===== src/rtl/fetch_pc_unit_pkg.sv =====
// Fetch-stage constants shared with decode/execute, plus the redirect target helper.
package fetch_pc_unit_pkg;

  localparam logic [31:0] RESET_PC_DEF = 32'h0000_2000;
  localparam logic [31:0] TRAP_PC_DEF  = 32'h0000_0100;
  localparam logic [31:0] PC_INC       = 32'd4;

  // Jump has priority over a simultaneous branch; JAL/JALR targets drop bit 0.
  function automatic logic [31:0] redirect_target(
    input logic        jump_valid,
    input logic [31:0] jump_target,
    input logic [31:0] branch_target
  );
    return jump_valid ? (jump_target & ~32'h1) : branch_target;
  endfunction

endpackage


===== src/rtl/fetch_pc_unit_event_counter.sv =====
// Wrapping event counter; clear has priority over increment.
module fetch_pc_unit_event_counter #(
  parameter int WIDTH = 32
) (
  input  logic             clk,
  input  logic             rst,
  input  logic             clr,
  input  logic             inc,
  output logic [WIDTH-1:0] cnt
);

  always_ff @(posedge clk or posedge rst) begin
    if (rst)      cnt <= '0;
    else if (clr) cnt <= '0;
    else if (inc) cnt <= cnt + WIDTH'(1);
  end

endmodule


===== src/rtl/fetch_pc_unit.sv =====
// Fetch PC generator: applies X-stage redirects, parks them across stalls,
// kills wrong-path F/D instructions and counts branch events.
module fetch_pc_unit
  import fetch_pc_unit_pkg::*;
#(
  parameter logic [31:0] RESET_PC    = RESET_PC_DEF,
  parameter logic [31:0] TRAP_PC     = TRAP_PC_DEF,
  parameter int unsigned KILL_CYCLES = 1
) (
  input  logic        clk,
  input  logic        rst,
  input  logic        stall,
  input  logic        imem_ready,
  input  logic        branch_valid_x,
  input  logic        branch_taken_x,
  input  logic [31:0] branch_target_x,
  input  logic        jump_valid_x,
  input  logic [31:0] jump_target_x,
  input  logic        cnt_clr,
  output logic [31:0] imem_addr,
  output logic [31:0] pc_d,
  output logic        flush_fd,
  output logic        misalign,
  output logic [31:0] br_count,
  output logic [31:0] br_taken_count
);

  typedef enum logic {RUN = 1'b0, PEND = 1'b1} state_t;

  localparam int KW = 2;
  localparam logic [KW-1:0] KILL_INIT = KW'(KILL_CYCLES);

  state_t        state, state_nx;
  logic [31:0]   pc, pc_nx, pc_d_nx, pend_tgt, pend_tgt_nx;
  logic [31:0]   tgt, eff_tgt;
  logic          pend_mis, pend_mis_nx, mis_nx;
  logic [KW-1:0] kill_cnt, kill_nx;
  logic          adv, redir, tgt_mis;

  always_comb begin
    adv     = !stall & imem_ready;
    redir   = jump_valid_x | (branch_valid_x & branch_taken_x);
    tgt     = redirect_target(jump_valid_x, jump_target_x, branch_target_x);
    tgt_mis = tgt[1];
    eff_tgt = tgt_mis ? TRAP_PC : tgt;
  end

  always_comb begin
    state_nx    = state;
    pc_nx       = pc;
    pc_d_nx     = pc_d;
    pend_tgt_nx = pend_tgt;
    pend_mis_nx = pend_mis;
    kill_nx     = kill_cnt;
    mis_nx      = 1'b0;
    case (state)
      RUN: begin
        if (redir && adv) begin
          pc_nx   = eff_tgt;
          kill_nx = KILL_INIT;
          mis_nx  = tgt_mis;
        end else if (redir) begin
          pend_tgt_nx = eff_tgt;
          pend_mis_nx = tgt_mis;
          state_nx    = PEND;
        end else if (adv) begin
          pc_nx = pc + PC_INC;
          // Killed slots never expose their PC to decode.
          if (!flush_fd) pc_d_nx = pc;
          if (kill_cnt != '0) kill_nx = kill_cnt - KW'(1);
        end
      end
      PEND: begin
        // A redirect arriving in the release cycle is newer than the parked one.
        if (adv) begin
          pc_nx    = redir ? eff_tgt : pend_tgt;
          mis_nx   = redir ? tgt_mis : pend_mis;
          kill_nx  = KILL_INIT;
          state_nx = RUN;
        end else if (redir) begin
          pend_tgt_nx = eff_tgt;
          pend_mis_nx = tgt_mis;
        end
      end
      default: state_nx = RUN;
    endcase
  end

  always_ff @(posedge clk or posedge rst) begin
    if (rst) begin
      state    <= RUN;
      pc       <= RESET_PC;
      pc_d     <= RESET_PC;
      pend_tgt <= RESET_PC;
      pend_mis <= 1'b0;
      kill_cnt <= '0;
      misalign <= 1'b0;
    end else begin
      state    <= state_nx;
      pc       <= pc_nx;
      pc_d     <= pc_d_nx;
      pend_tgt <= pend_tgt_nx;
      pend_mis <= pend_mis_nx;
      kill_cnt <= kill_nx;
      misalign <= mis_nx;
    end
  end

  assign imem_addr = pc;
  assign flush_fd  = (kill_cnt != '0);

  fetch_pc_unit_event_counter #(.WIDTH(32)) u_br_cnt (
    .clk (clk),
    .rst (rst),
    .clr (cnt_clr),
    .inc (branch_valid_x & adv),
    .cnt (br_count)
  );

  fetch_pc_unit_event_counter #(.WIDTH(32)) u_br_taken_cnt (
    .clk (clk),
    .rst (rst),
    .clr (cnt_clr),
    .inc (branch_valid_x & branch_taken_x & adv),
    .cnt (br_taken_count)
  );

endmodule


===== config.mk =====
export PLATFORM = sky130hd
export DESIGN_NAME = fetch_pc_unit
export DESIGN_NICKNAME = d
export VERILOG_FILES = /design/src/rtl/fetch_pc_unit_pkg.sv /design/src/rtl/fetch_pc_unit_event_counter.sv /design/src/rtl/fetch_pc_unit.sv
export SDC_FILE = /design/constraint.sdc
export NUM_CORES = 1
export LEC_CHECK = 0
export ABC_AREA = 1
export BUFFER_PORTS_ARGS = -buffer_cell sky130_fd_sc_hd__buf_4
export CORE_ASPECT_RATIO = 0.9
export CORE_MARGIN = 2
export CORE_UTILIZATION = 50
export DETAILED_ROUTE_END_ITERATION = 12
export PLACE_DENSITY = 0.87
export SLEW_MARGIN = 20
export SYNTH_ARGS = -nofsm -noshare
export SYNTH_HDL_FRONTEND = slang
export SYNTH_HIERARCHICAL = 1
export SYNTH_SLANG_ARGS = --single-unit
export TNS_END_PERCENT = 1

===== constraint.sdc =====
create_clock -name clk -period 3.3 [get_ports clk]
set_input_delay 0.495 -clock clk [delete_from_list [all_inputs] [get_ports clk]]
set_output_delay 0.495 -clock clk [all_outputs]
set_load 0.05 [all_outputs]

==> Word-level counts from Yosys, hierarchy flattened <==
Cells that the tools add are included.
{ "word_totals": {"ff_bits": 165, "out_inout_bits": 130, "elab_cells": 69, "inputBits": 72} }
{ "op_classes": {"addsub": 4, "n_eq_ne": 6, "reduce_logical": 9, "bitwise": 9, "muxes": 32} }
{ "ops": {"columns": ["operator", "n"], "rows": [
  ["$mux W32", 13],
  ["$pmux W32 S2", 2],
  ["$add A32 B1 Y32 const B", 2],
  ["$add A32 B3 Y32 const B", 1],
  ["$mux W2", 5],
  ["$ne A3 B3 Y1 const B", 3],
  ["$mux W1", 8],
  ["$pmux W1 S2", 3],
  ["$reduce_bool A2 Y1", 3],
  ["$reduce_and A5 Y1", 1],
  ["$and A1 B1 Y1", 4],
  ["$ne A2 B2 Y1 const B", 2],
  ["$not A1 Y1", 4],
  ["$pmux W2 S2", 1],
  ["$reduce_and A4 Y1", 1],
  ["$reduce_and A3 Y1", 1],
  ["$ne A2 B1 Y1 const B", 1],
  ["$reduce_and A2 Y1", 1],
  ["$sub A2 B1 Y2 const B", 1],
  ["$logic_and A1 B1 Y1", 1],
  ["$logic_not A1 Y1", 1],
  ["$or A1 B1 Y1", 1]
]} }

==> Logic depth before layout (Yosys ltp) <==
{ "logic_depth": {"ltp_word": 6, "ltp_mapped": 13, "ltp_nobuf": 12} }

==> Modules after synthesis <==
Netlist, hierarchy kept.
{ "by_module_without_submodules": {"columns": ["module", "seq_area_each_um2", "area_per_inst_um2", "instances", "cells_per_inst"], "rows": [
  ["fetch_pc_unit", 2531.2, 5920.7, 1, 872],
  ["fetch_pc_unit_event_counter", 800.8, 1881.8, 2, 270]
]} }

==> Least setup slack after synthesis <==
No wires, ideal clock.
{ "synth_path": {"kind": "input -> register", "start": "input port imem_ready", "end": "register u_br_cnt.cnt[18]", "path_slack_ns": 1.221, "n_path_buf": 1, "required_time_ns": 3.179, "setup_time_ns": 0.121, "stages": 12, "t_arrival_ns": 1.958, "path_cell_list": "inv_1 -> nor2_4 -> inv_1 -> clkbuf_1 -> nor2_1 -> nor2_4 -> nor2_1 -> nand2_1 -> nor2_4 -> nand3_1 -> nand2_1 -> nor2_1"} }
{ "synth_via": {"elab_chain_cells": 3} }
{ "synth_rtl": {"columns": ["element", "line_no", "text"], "rows": [
  ["start: declaration", "fetch_pc_unit.sv:13", "input logic imem_ready,"],
  ["$and A1 B1 Y1", "fetch_pc_unit.sv:41", "adv = !stall & imem_ready;"],
  ["$and A1 B1 Y1", "fetch_pc_unit.sv:116", ".inc (branch_valid_x & adv),"],
  ["$reduce_bool A2 Y1 (no source line)", null, null],
  ["end signal: assignment", "fetch_pc_unit_event_counter.sv:15", "else if (inc) cnt <= cnt + WIDTH'(1);"],
  ["end: declaration", "fetch_pc_unit_event_counter.sv:9", "output logic [WIDTH-1:0] cnt"]
]} }
No other way between the ends.
A chain may end at the register's enable or synchronous reset.

==> Worst setup path after layout <==
{ "layout_path": {"start": "input port jump_valid_x", "end": "register pc[27] (netlist: imem_addr[27])"} }
{ "layout_via": {"elab_chain_cells": 5, "word_cells_on_any_way": 11, "cone_classes": "eq/ne: 2; mux: 6; bitwise: 1; reduce/logical: 2"} }
{ "layout_rtl": {"columns": ["element", "line_no", "text"], "rows": [
  ["start: declaration", "fetch_pc_unit.sv:17", "input logic jump_valid_x,"],
  ["$mux W32", "fetch_pc_unit_pkg.sv:14", "return jump_valid ? (jump_target & ~32'h1) : branch_target;"],
  ["$mux W32", "fetch_pc_unit.sv:45", "eff_tgt = tgt_mis ? TRAP_PC : tgt;"],
  ["$mux W32", null, null],
  ["$mux W32", "fetch_pc_unit.sv:75", "if (adv) begin"],
  ["$pmux W32 S2", "fetch_pc_unit.sv:56", "case (state)"],
  ["end signal: assignment", "fetch_pc_unit.sv:100", "pc <= pc_nx;"],
  ["end: declaration", "fetch_pc_unit.sv:34", "logic [31:0] pc, pc_nx, pc_d_nx, pend_tgt, pend_tgt_nx;"]
]} }
Several ways; a longest one is shown, not always the timed one. The select of a mux whose other input is x is not followed.

==> impl_metrics.ini <==
[status]
status = finished clean

[synthesis]
netlist-cell-type-count = 39
syn_inst = 1412
yosysWarnings = 6
synth_area_um2 = 9680
synth_area_per_cell_um2 = 6.86
mapped_nets = 1488
postSynthRegisterBits = 165
yosysSeqAreaShare_pct = 42.7

[critical_path]
critical_path.cell_chain = buf_4, inv_2, nand2_4, buf_4, nand3_1, buf_4, nor2_1, nor2_1, nand2_1, inv_1, a21oi_1
worst_r2r_path_depth = 9
critical_path.startpoint_type = input pin
required_time_of_the_critical_path_ps = 3670
cp_slowest_cell = sky130_fd_sc_hd__buf_4
worst-setup-path-type = input pin to register
setup.worst_path.end_class = register
critical_path.max_fanout = 33
reg2reg_setup_slack_ps = 1130
critPathArrivalTime_ps = 2660
cp_common_cell = sky130_fd_sc_hd__buf_4
worst_path_largest_cell_delay_ps = 320

[grt]
maximum_number_of_pins_on_one_net_before_global_route_repair = 57
first_global_vias = 9565
global_route.usage.total_pct = 28.9
first_pass_grt_wire_length_um = 47000
grt_overflow = 0
initial_antenna_violation_count = 0

[worst_hold_path]
min-delay-path-class = input pin to async pin

[timing]
report.final.hold_viol_count = 0
timing.final.max_slew_violations = 0
timing.setup.tns_ps = 0
highest_attainable_clock_frequency_ghz = 0.435
part_of_the_cycle_the_worst_path_needs_pct = 69.7
worst_slack_on_hold_paths_ps = 142
setup_violations = 0
worstMarginPinSlew_ps = 952
post-route-min-period_ps = 2300
timing.max_slew.rel_slack_pct = 36.5
rsz0062_at_grt = no
skew_ps = 12.7
timing.final.ws_setup_ps = 1000

[clock_tree]
cts_post_setup_buffers_inserted = 0
cts_made_buffers = 17
cts_resized = 0
cts_htree_levels = 4
clock-sinks = 165
ctsLongestPathBuffers = 2
cts.clk_slew.worst_paths_ps = 70
clk_root_buffer_cell = sky130_fd_sc_hd__clkbuf_16
clk_latency_ps = 440
cts_tree = done
post_cts_hold_buffer_count = 0

[die]
floorplan.rows = 48
start_util_pct = 50.7
die-height_um = 136
top_level_ports = 202
fp.dieArea_um2 = 20500
die-width_um = 151
placeableCoreArea_um2 = 19100

[route]
detail_route.vias_per_cell = 5.54
drt-pass1-iter-count = 5
routed_wire_length_per_instance_um = 15.8
ant_nets = 0
final_wirelength_um = 29400
drc = 0
dr.first_iter.drc_count = 905
vias = 10300

[power]
max-vdd-ir-drop_mv = 0.404
power.density_nw_per_um2 = 488
cellLeakagePower_nw = 5.72

[placed_design]
gp_routability_congestion = 0.958
post_dp_cell_area_um2 = 11400
place.port_buffers = 200
placement.setup.worst_slack_ps = 611
post-dp-hpwl_um = 21400

[final_layout]
final_design_area_no_fill_um2 = 12000
area.growth.synth_to_final_pct = 23.5
final_nets = 1676
n_antenna_cell = 0
post_route_cells_drive_above_1_share_pct = 19.5

[run]
drv_cap = 0
==> sequential cells by signal, indices dropped and copies added (netlist names) <==
name / flops
imem_addr: 32
pc_d: 32
pend_tgt: 32
u_br_cnt/cnt: 32
u_br_taken_cnt/cnt: 32
kill_cnt: 2
misalign: 1
pend_mis: 1
state: 1
==> per-layer routing <==
layer  up-vias  GRT usage, %  wire length (um)
met5         -             0                 0
met4         0          12.4              1050
met3        88          5.84              3060
met2       603          47.4             13700
met1      4737          37.2             11600
li1       4896             -                 -
==> path summary, 6_finish.rpt <==
check | start | end
worst max-delay path | jump_valid_x | imem_addr[27]
worst min-delay path | rst | pend_tgt[4]
worst max register to register | state | imem_addr[27]
worst min register to register | pc_d[15] | pc_d[15]
max in group asynchronous | rst | pend_tgt[13]
min in group clk | cnt_clr | u_br_taken_cnt/cnt[0]
==> metrics by stage <==
| step | power (mW) | std cells | util [%] |
|---|---|---|---|
| 6_report | 5.84 | 1863 | 62.6 |
| 5_1_grt | 6.08 | 1863 | 62.6 |
| 4_1_cts | 5.83 | 1863 | 62.6 |
| 3_5_place_dp | 3.98 | 1831 | 59.8 |
| 3_3_place_gp | 3.94 | 1831 | 59.8 |
| 2_1_floorplan | 3.44 | 1412 | - |
==> power breakdown <==
part           switching [mW]  internal, mW  leakage [nW]  total, mW
registers               0.188          2.22          2.16       2.41
logic                    1.10         0.453          3.30       1.55
clock network           0.886         0.991         0.256       1.88
total                    2.17          3.67          5.72       5.84
==> layout make-up <==
cell class / instances / area (um^2)
fillers: 1705 / 7140
multi-input cells: 1078 / 4870
flip-flops and latches: 165 / 4130
repair buffers: 216 / 1630
inverters: 122 / 463
clock buffers: 19 / 443
well taps: 250 / 313
clock inverters: 13 / 101
==> placed cells by master, fill, tap and decap left out, types with 15 or more instances in the layout <==
cell type | synthesis | routed
sky130_fd_sc_hd__clkbuf_16 | 0 | 17
sky130_fd_sc_hd__dfrtp_1 | 162 | 162
sky130_fd_sc_hd__inv_1 | 116 | 115
sky130_fd_sc_hd__o21ai_0 | 62 | 62
sky130_fd_sc_hd__nand3_1 | 121 | 121
sky130_fd_sc_hd__nor2_1 | 239 | 239
sky130_fd_sc_hd__o21ai_1 | 15 | 15
sky130_fd_sc_hd__a21oi_1 | 93 | 93
sky130_fd_sc_hd__nand2_2 | 15 | 15
sky130_fd_sc_hd__nor2_4 | 15 | 15
sky130_fd_sc_hd__buf_4 | 1 | 215
sky130_fd_sc_hd__nand2_1 | 432 | 432
==> critical path, delay by kind of cell <==
kind	cells	cell delay, ps
buf+inv	5	1240
simple gates	5	810
compound gates	1	130
==> logic make-up (layout without fill, tap and decap cells) <==
group,after synthesis,count (layout),share of synthesized area (%)
and+or+nand+nor,870,870,38.4
AOI/OAI and AO/OA,202,202,11.2
xor gates and xnor gates,2,2,0.181
DFF,165,165,42.7
buffers and inverters,169,370,7.03
adders and majority gates,4,4,0.517
==> synth_stat cells <==
master / n / area share [%]
sky130_fd_sc_hd__a211oi_1: 1 / 0.078
sky130_fd_sc_hd__a21boi_1: 1 / 0.078
sky130_fd_sc_hd__a21oi_1: 93 / 4.8
sky130_fd_sc_hd__a22oi_1: 1 / 0.078
sky130_fd_sc_hd__a2bb2oi_1: 2 / 0.18
sky130_fd_sc_hd__a31oi_1: 10 / 0.65
sky130_fd_sc_hd__and2_1: 4 / 0.26
sky130_fd_sc_hd__buf_1: 6 / 0.23
sky130_fd_sc_hd__buf_2: 20 / 1.0
sky130_fd_sc_hd__buf_4: 1 / 0.078
sky130_fd_sc_hd__buf_6: 2 / 0.23
sky130_fd_sc_hd__clkbuf_1: 18 / 0.70
sky130_fd_sc_hd__dfrtp_1: 162 / 42
sky130_fd_sc_hd__dfstp_2: 3 / 0.81
sky130_fd_sc_hd__ha_1: 4 / 0.52
sky130_fd_sc_hd__inv_1: 116 / 4.5
sky130_fd_sc_hd__inv_2: 5 / 0.19
sky130_fd_sc_hd__inv_4: 1 / 0.065
sky130_fd_sc_hd__nand2_1: 432 / 17
sky130_fd_sc_hd__nand2_2: 15 / 0.97
sky130_fd_sc_hd__nand2_4: 3 / 0.35
sky130_fd_sc_hd__nand3_1: 121 / 6.3
sky130_fd_sc_hd__nand3_2: 4 / 0.41
sky130_fd_sc_hd__nand4_1: 7 / 0.45
sky130_fd_sc_hd__nor2_1: 239 / 9.3
sky130_fd_sc_hd__nor2_2: 14 / 0.90
sky130_fd_sc_hd__nor2_4: 15 / 1.7
sky130_fd_sc_hd__nor3_1: 13 / 0.67
sky130_fd_sc_hd__nor3_4: 2 / 0.34
sky130_fd_sc_hd__o211ai_1: 5 / 0.39
sky130_fd_sc_hd__o21a_1: 1 / 0.078
sky130_fd_sc_hd__o21ai_0: 62 / 3.2
sky130_fd_sc_hd__o21ai_1: 15 / 0.78
sky130_fd_sc_hd__o21ai_2: 4 / 0.36
sky130_fd_sc_hd__o22ai_1: 4 / 0.26
sky130_fd_sc_hd__o31ai_1: 2 / 0.15
sky130_fd_sc_hd__o32ai_1: 1 / 0.090
sky130_fd_sc_hd__or2_2: 1 / 0.065
sky130_fd_sc_hd__xnor2_1: 2 / 0.18
(Power assumes the default switching activity.)
